$ cat config.mk
export PLATFORM = sky130hd
export DESIGN_NAME = edge_event_monitor
export DESIGN_NICKNAME = d
export VERILOG_FILES = /design/src/rtl/edge_event_monitor.sv
export SDC_FILE = /design/constraint.sdc
export NUM_CORES = 1
export LEC_CHECK = 0
export BUFFER_PORTS_ARGS = -buffer_cell sky130_fd_sc_hd__buf_2
export CAP_MARGIN = 20
export CORE_MARGIN = 2
export CORE_UTILIZATION = 45
export DETAILED_ROUTE_END_ITERATION = 16
export GPL_TIMING_DRIVEN = 0
export PLACE_DENSITY_LB_ADDON = 0.15
export SYNTH_ARGS = -nofsm -noshare
export SYNTH_HDL_FRONTEND = slang
export SYNTH_SLANG_ARGS = --single-unit
$ cat constraint.sdc
create_clock -name clock -period 4.5 [get_ports clock]
set_clock_uncertainty 0.15 [all_clocks]
set_input_delay 0.9 -clock clock [delete_from_list [all_inputs] [get_ports clock]]
set_output_delay 0.9 -clock clock [all_outputs]
set_load 0.05 [all_outputs]
$ cat src/rtl/edge_event_monitor.sv
// Edge event monitor: detects rising/falling edges on sig_in and queues one {rise, fall} record per active cycle.
// Optional macro EDGE_MON_DROP_CNT_EN adds a saturating 8-bit drop_cnt output.
module edge_event_monitor #(
  parameter int unsigned WIDTH = 4,
  parameter int unsigned DEPTH = 4
) (
  input  logic                     clock,
  input  logic                     reset,
  input  logic                     en,
  input  logic [WIDTH-1:0]         sig_in,
  output logic                     evt_valid,
  input  logic                     evt_ready,
  output logic [WIDTH-1:0]         evt_rise,
  output logic [WIDTH-1:0]         evt_fall,
  output logic [$clog2(DEPTH):0]   occupancy,
  input  logic                     ovf_clr,
  output logic                     overflow
`ifdef EDGE_MON_DROP_CNT_EN
  ,
  output logic [7:0]               drop_cnt
`endif
);

  localparam int unsigned PTR_W = $clog2(DEPTH);
  localparam int unsigned CNT_W = PTR_W + 1;
  localparam int unsigned REC_W = 2 * WIDTH;

  logic [WIDTH-1:0] prev;
  logic             armed;
  logic [PTR_W-1:0] wr_ptr, rd_ptr;
  logic [REC_W-1:0] mem [DEPTH];

  logic [WIDTH-1:0] rise, fall;
  logic [REC_W-1:0] rec;
  logic             edge_hit, pop, full, push, drop;
  logic [PTR_W-1:0] wr_ptr_n, rd_ptr_n;
  logic [CNT_W-1:0] count_n;
  logic             valid_n, overflow_n;
  logic [WIDTH-1:0] rise_n, fall_n;
`ifdef EDGE_MON_DROP_CNT_EN
  logic [7:0]       drop_cnt_n;
`endif

  // Next-state for edge detection, FIFO pointers and the registered head view
  always_comb begin
    rise       = sig_in & ~prev;
    fall       = ~sig_in & prev;
    rec        = {rise, fall};
    edge_hit   = armed & en & (|(rise | fall));
    pop        = (occupancy != CNT_W'(0)) & evt_ready;
    full       = (occupancy == CNT_W'(DEPTH));
    push       = edge_hit & (~full | pop);
    drop       = edge_hit & full & ~pop;
    wr_ptr_n   = push ? wr_ptr + PTR_W'(1) : wr_ptr;
    rd_ptr_n   = pop  ? rd_ptr + PTR_W'(1) : rd_ptr;
    count_n    = occupancy + CNT_W'(push) - CNT_W'(pop);
    valid_n    = (count_n != CNT_W'(0));
    rise_n     = '0;
    fall_n     = '0;
    // A record written this cycle becomes the head only when it lands in the slot rd_ptr moves to
    if (valid_n) begin
      if (push && (rd_ptr_n == wr_ptr)) begin
        rise_n = rise;
        fall_n = fall;
      end else begin
        rise_n = mem[rd_ptr_n][REC_W-1:WIDTH];
        fall_n = mem[rd_ptr_n][WIDTH-1:0];
      end
    end
    if (drop) begin
      overflow_n = 1'b1;
    end else if (ovf_clr) begin
      overflow_n = 1'b0;
    end else begin
      overflow_n = overflow;
    end
`ifdef EDGE_MON_DROP_CNT_EN
    if (drop) begin
      if (ovf_clr) begin
        drop_cnt_n = 8'd1;
      end else if (drop_cnt != 8'hFF) begin
        drop_cnt_n = drop_cnt + 8'd1;
      end else begin
        drop_cnt_n = drop_cnt;
      end
    end else if (ovf_clr) begin
      drop_cnt_n = 8'd0;
    end else begin
      drop_cnt_n = drop_cnt;
    end
`endif
  end

  // State and output registers; reset overrides push, pop and ovf_clr
  always_ff @(posedge clock) begin
    if (reset) begin
      prev      <= '0;
      armed     <= 1'b0;
      wr_ptr    <= '0;
      rd_ptr    <= '0;
      occupancy <= '0;
      evt_valid <= 1'b0;
      evt_rise  <= '0;
      evt_fall  <= '0;
      overflow  <= 1'b0;
`ifdef EDGE_MON_DROP_CNT_EN
      drop_cnt  <= 8'd0;
`endif
    end else begin
      prev      <= sig_in;
      armed     <= 1'b1;
      wr_ptr    <= wr_ptr_n;
      rd_ptr    <= rd_ptr_n;
      occupancy <= count_n;
      evt_valid <= valid_n;
      evt_rise  <= rise_n;
      evt_fall  <= fall_n;
      overflow  <= overflow_n;
`ifdef EDGE_MON_DROP_CNT_EN
      drop_cnt  <= drop_cnt_n;
`endif
    end
  end

  // Record storage; contents are don't-care until written
  always_ff @(posedge clock) begin
    if (!reset && push) begin
      mem[wr_ptr] <= rec;
    end
  end

endmodule

==> results.md <==
- Leakage: 0.00109 uW
- Final hold violations: 0
- Fin crit share: 0.877
- Ant diodes: 0
- Post-synth EDFFs: 32
- GRT overflow: 0
- RSZ-0062 raised after global routing: false
- Core Area: 5610 sq um
- Vias: 1,735
- Vias in the first global route: about 1,700
- Slew Limit Fails: 0
- Synth unique cells: 35
- Multi-input logic area: ~1100 sq um
- Ys async rst share: 0
- Fill cells: between 500 and 600
- Sequential Area: about 1400 sq um
- Fraction of layout cells with a size suffix above 1: 0.161
- Netlist Area Pre-Place: between 2000 and 3000 sq um
- Setup CP Type: input pin to flip-flop
- Worst-Margin Slew: slightly below 0.7 ns
- Synth-to-layout area growth: 11.6%
- Worst relative slew slack: 0.542
- Synth Area per Inst: between 10 and 15 sq um
- Die height: 80.8 microns
- Syn Nets: roughly 250
- Util after Layout: 0.528
- Mapped Cells: 225
- Max Cap Viol: 0
- Port bufs: 21
- Worst-path clk slew: about 0.10 ns
- Synth Flop Type: edfxtp_1
- Clock Latency Late Sink: roughly 0.31 ns
- HPWL Detailed: approximately 3700 microns
- Fmax: around 250 MHz
- Clk root buf: clkbuf_8
- Max VDD drop: roughly 0.30 mV
- Post-CTS setup buffers: 0
- Starting Density: 0.473
- Critical Path RT: approximately 4.6 ns
- Cell Pwr Density: 567 nW/um^2
- Die W: 80.8 microns
- Seq pwr share: 0.369
- Drt first pass iters: 4
- Synth Warn #: 0
- First-pass GRT wire length: about 8800 microns
- Crit-path max FO: 10
- Setup TNS: 0 ns
- Endpoints failing setup: 0
- Sw Ratio: 0.396
- WL/cell: 16.8 microns
- Comb power frac: 0.435
- Status: finished clean
- Vias/cell: 5.32
- GR Util All Layers: 0.189
- #FFs+latches synth: between 50 and 60
- DRT Wirelength: roughly 5500 microns
- DRT iter0 DRCs: 151
- Tmin final: between 3 and 4 ns
- Final Power: 1680 uW
- IO Pins: 22
- Switching pwr: about 660 uW
- H-tree Lvls: 2
- Largest net degree at the start of global routing: 18
- Seq/Total Area, Yosys: 0.528
- Final net count: ~280
- Routability congestion estimate: 0.771
- Worst Path Arrival: about 4.0 ns
- Residual DRC: 0
- Initial antenna violation count: 0
- Crit path capture type: flip-flop
- Antenna viol nets, final: 0
- Clock share of power: 0.196
- Clk buf depth: 2
- CTS tree: yes
- Total CTS buffers: 5
- Num rows: 27
- Cell internal pwr: between 1000 and 1500 uW
- PostCTS Resize Cnt: 0
- Die area: about 6500 sq um
- Min-delay worst type: flip-flop to flip-flop
- Worst Setup Start Kind: input pin
- Hold Buf Count CTS: 0
- CTS Sinks: between 50 and 60
## power by group through the flow
stage	Sequential (uW)	Combinational [uW]	Clock [uW]
final	619	729	330
after CTS	619	732	337
after detailed placement	630	729	0
after global routing	629	796	359
after floorplan	769	421	0
after global placement	630	726	0
## stage by stage
| stage | worst slack, ns | hold slack (ns) | instance area [sq um] | std cells |
|---|---|---|---|---|
| 4_1_cts | 0.530 | 0.451 | 2960 | 326 |
| 2_1_floorplan | 0.907 | 0.383 | 2650 | 225 |
| 3_3_place_gp | 0.206 | 0.428 | 2850 | 318 |
| 3_5_place_dp | 0.214 | 0.436 | 2850 | 318 |
| 5_1_grt | 0.292 | 0.491 | 2960 | 326 |
| 6_report | 0.552 | 0.444 | 2960 | 326 |
## final timing paths
check / start / end / slack, ns / cells past startpoint
max: sig_in[3] / evt_fall[1]$_SDFF_PP0_ / 0.55 / 14
min: wr_ptr[1]$_SDFFE_PP0P_ / wr_ptr[1]$_SDFFE_PP0P_ / 0.44 / 2
max reg2reg: occupancy[1]$_SDFF_PP0_ / evt_fall[1]$_SDFF_PP0_ / 0.86 / 11
min reg2reg: wr_ptr[1]$_SDFFE_PP0P_ / wr_ptr[1]$_SDFFE_PP0P_ / 0.44 / 2
## cells in the final DEF (no fill, tap or decap), types with 2 or more instances in the layout
master,count
o2111a_1,6
o21a_1,6
nor2b_1,3
nand2_1,2
mux2i_1,15
xnor2_1,7
clkbuf_8,5
nor2_1,17
mux4_1,2
edfxtp_1,32
and2_1,5
buf_2,23
inv_1,22
dfxtp_1,22
o21ai_0,24
nor3_1,13
clkbuf_1,8
mux4_2,2
ha_1,14
o211ai_1,6
a21oi_1,2
## state kept, by name, indices dropped and copies added (netlist names), 2 cells and up
register	cells
evt_fall	4
prev	4
mem	32
occupancy	3
evt_rise	4
wr_ptr	2
rd_ptr	2
## worst max-delay path, stage by stage
cell	delay, ns
buf_2	0.09
inv_1	0.05
ha_1	0.32
and4_1	0.26
nor3_1	0.41
inv_1	0.10
ha_1	0.29
inv_1	0.04
ha_1	0.18
fa_1	0.38
xnor2_1	0.17
a21oi_2	0.58
nand2_1	0.11
o22ai_1	0.16
## per-layer routing
layer  up-vias  GRT usage  part of all wire
li1        863          -                 -
met1       816      0.239              0.44
met2        48      0.333              0.50
met3         8     0.0344             0.045
met4         0     0.0559             0.013
met5         -          0                 0
## cell families after synthesis
family,count (synthesis),synth area share
multiplexers,19,0.0934
buffers and inverters,35,0.0575
adder cells (fa/ha/maj),15,0.0736
AND/OR/NAND/NOR,45,0.0877
XOR/XNOR,8,0.0316
AO/OA/AOI/OAI,49,0.128
flip-flops,54,0.528
## Yosys cell counts (all sizes together), types with 4 or more instances
cell type,instances,area [sq um]
nor2,17,63.8
ha,14,175
o211ai,6,45.0
dfxtp,22,440
inv,23,86.3
edfxtp,32,961
and2,5,31.3
buf,4,36.3
mux2i,15,150
mux4,4,97.6
o2111a,6,67.6
o21ai,25,125
xnor2,7,61.3
clkbuf,8,30.0
nor3,13,65.1
o21a,6,45.0
## layout make-up
type	instances	area share
Tap cell	72	0.0304
Clock inverter	3	0.0148
Buffer	12	0.0224
Inverter	23	0.0292
Clock buffer	5	0.0232
Multi-Input combinational cell	136	0.371
Sequential cell	54	0.473
Timing Repair Buffer	21	0.0355
Note: power is estimated with default switching activity, not from simulation.
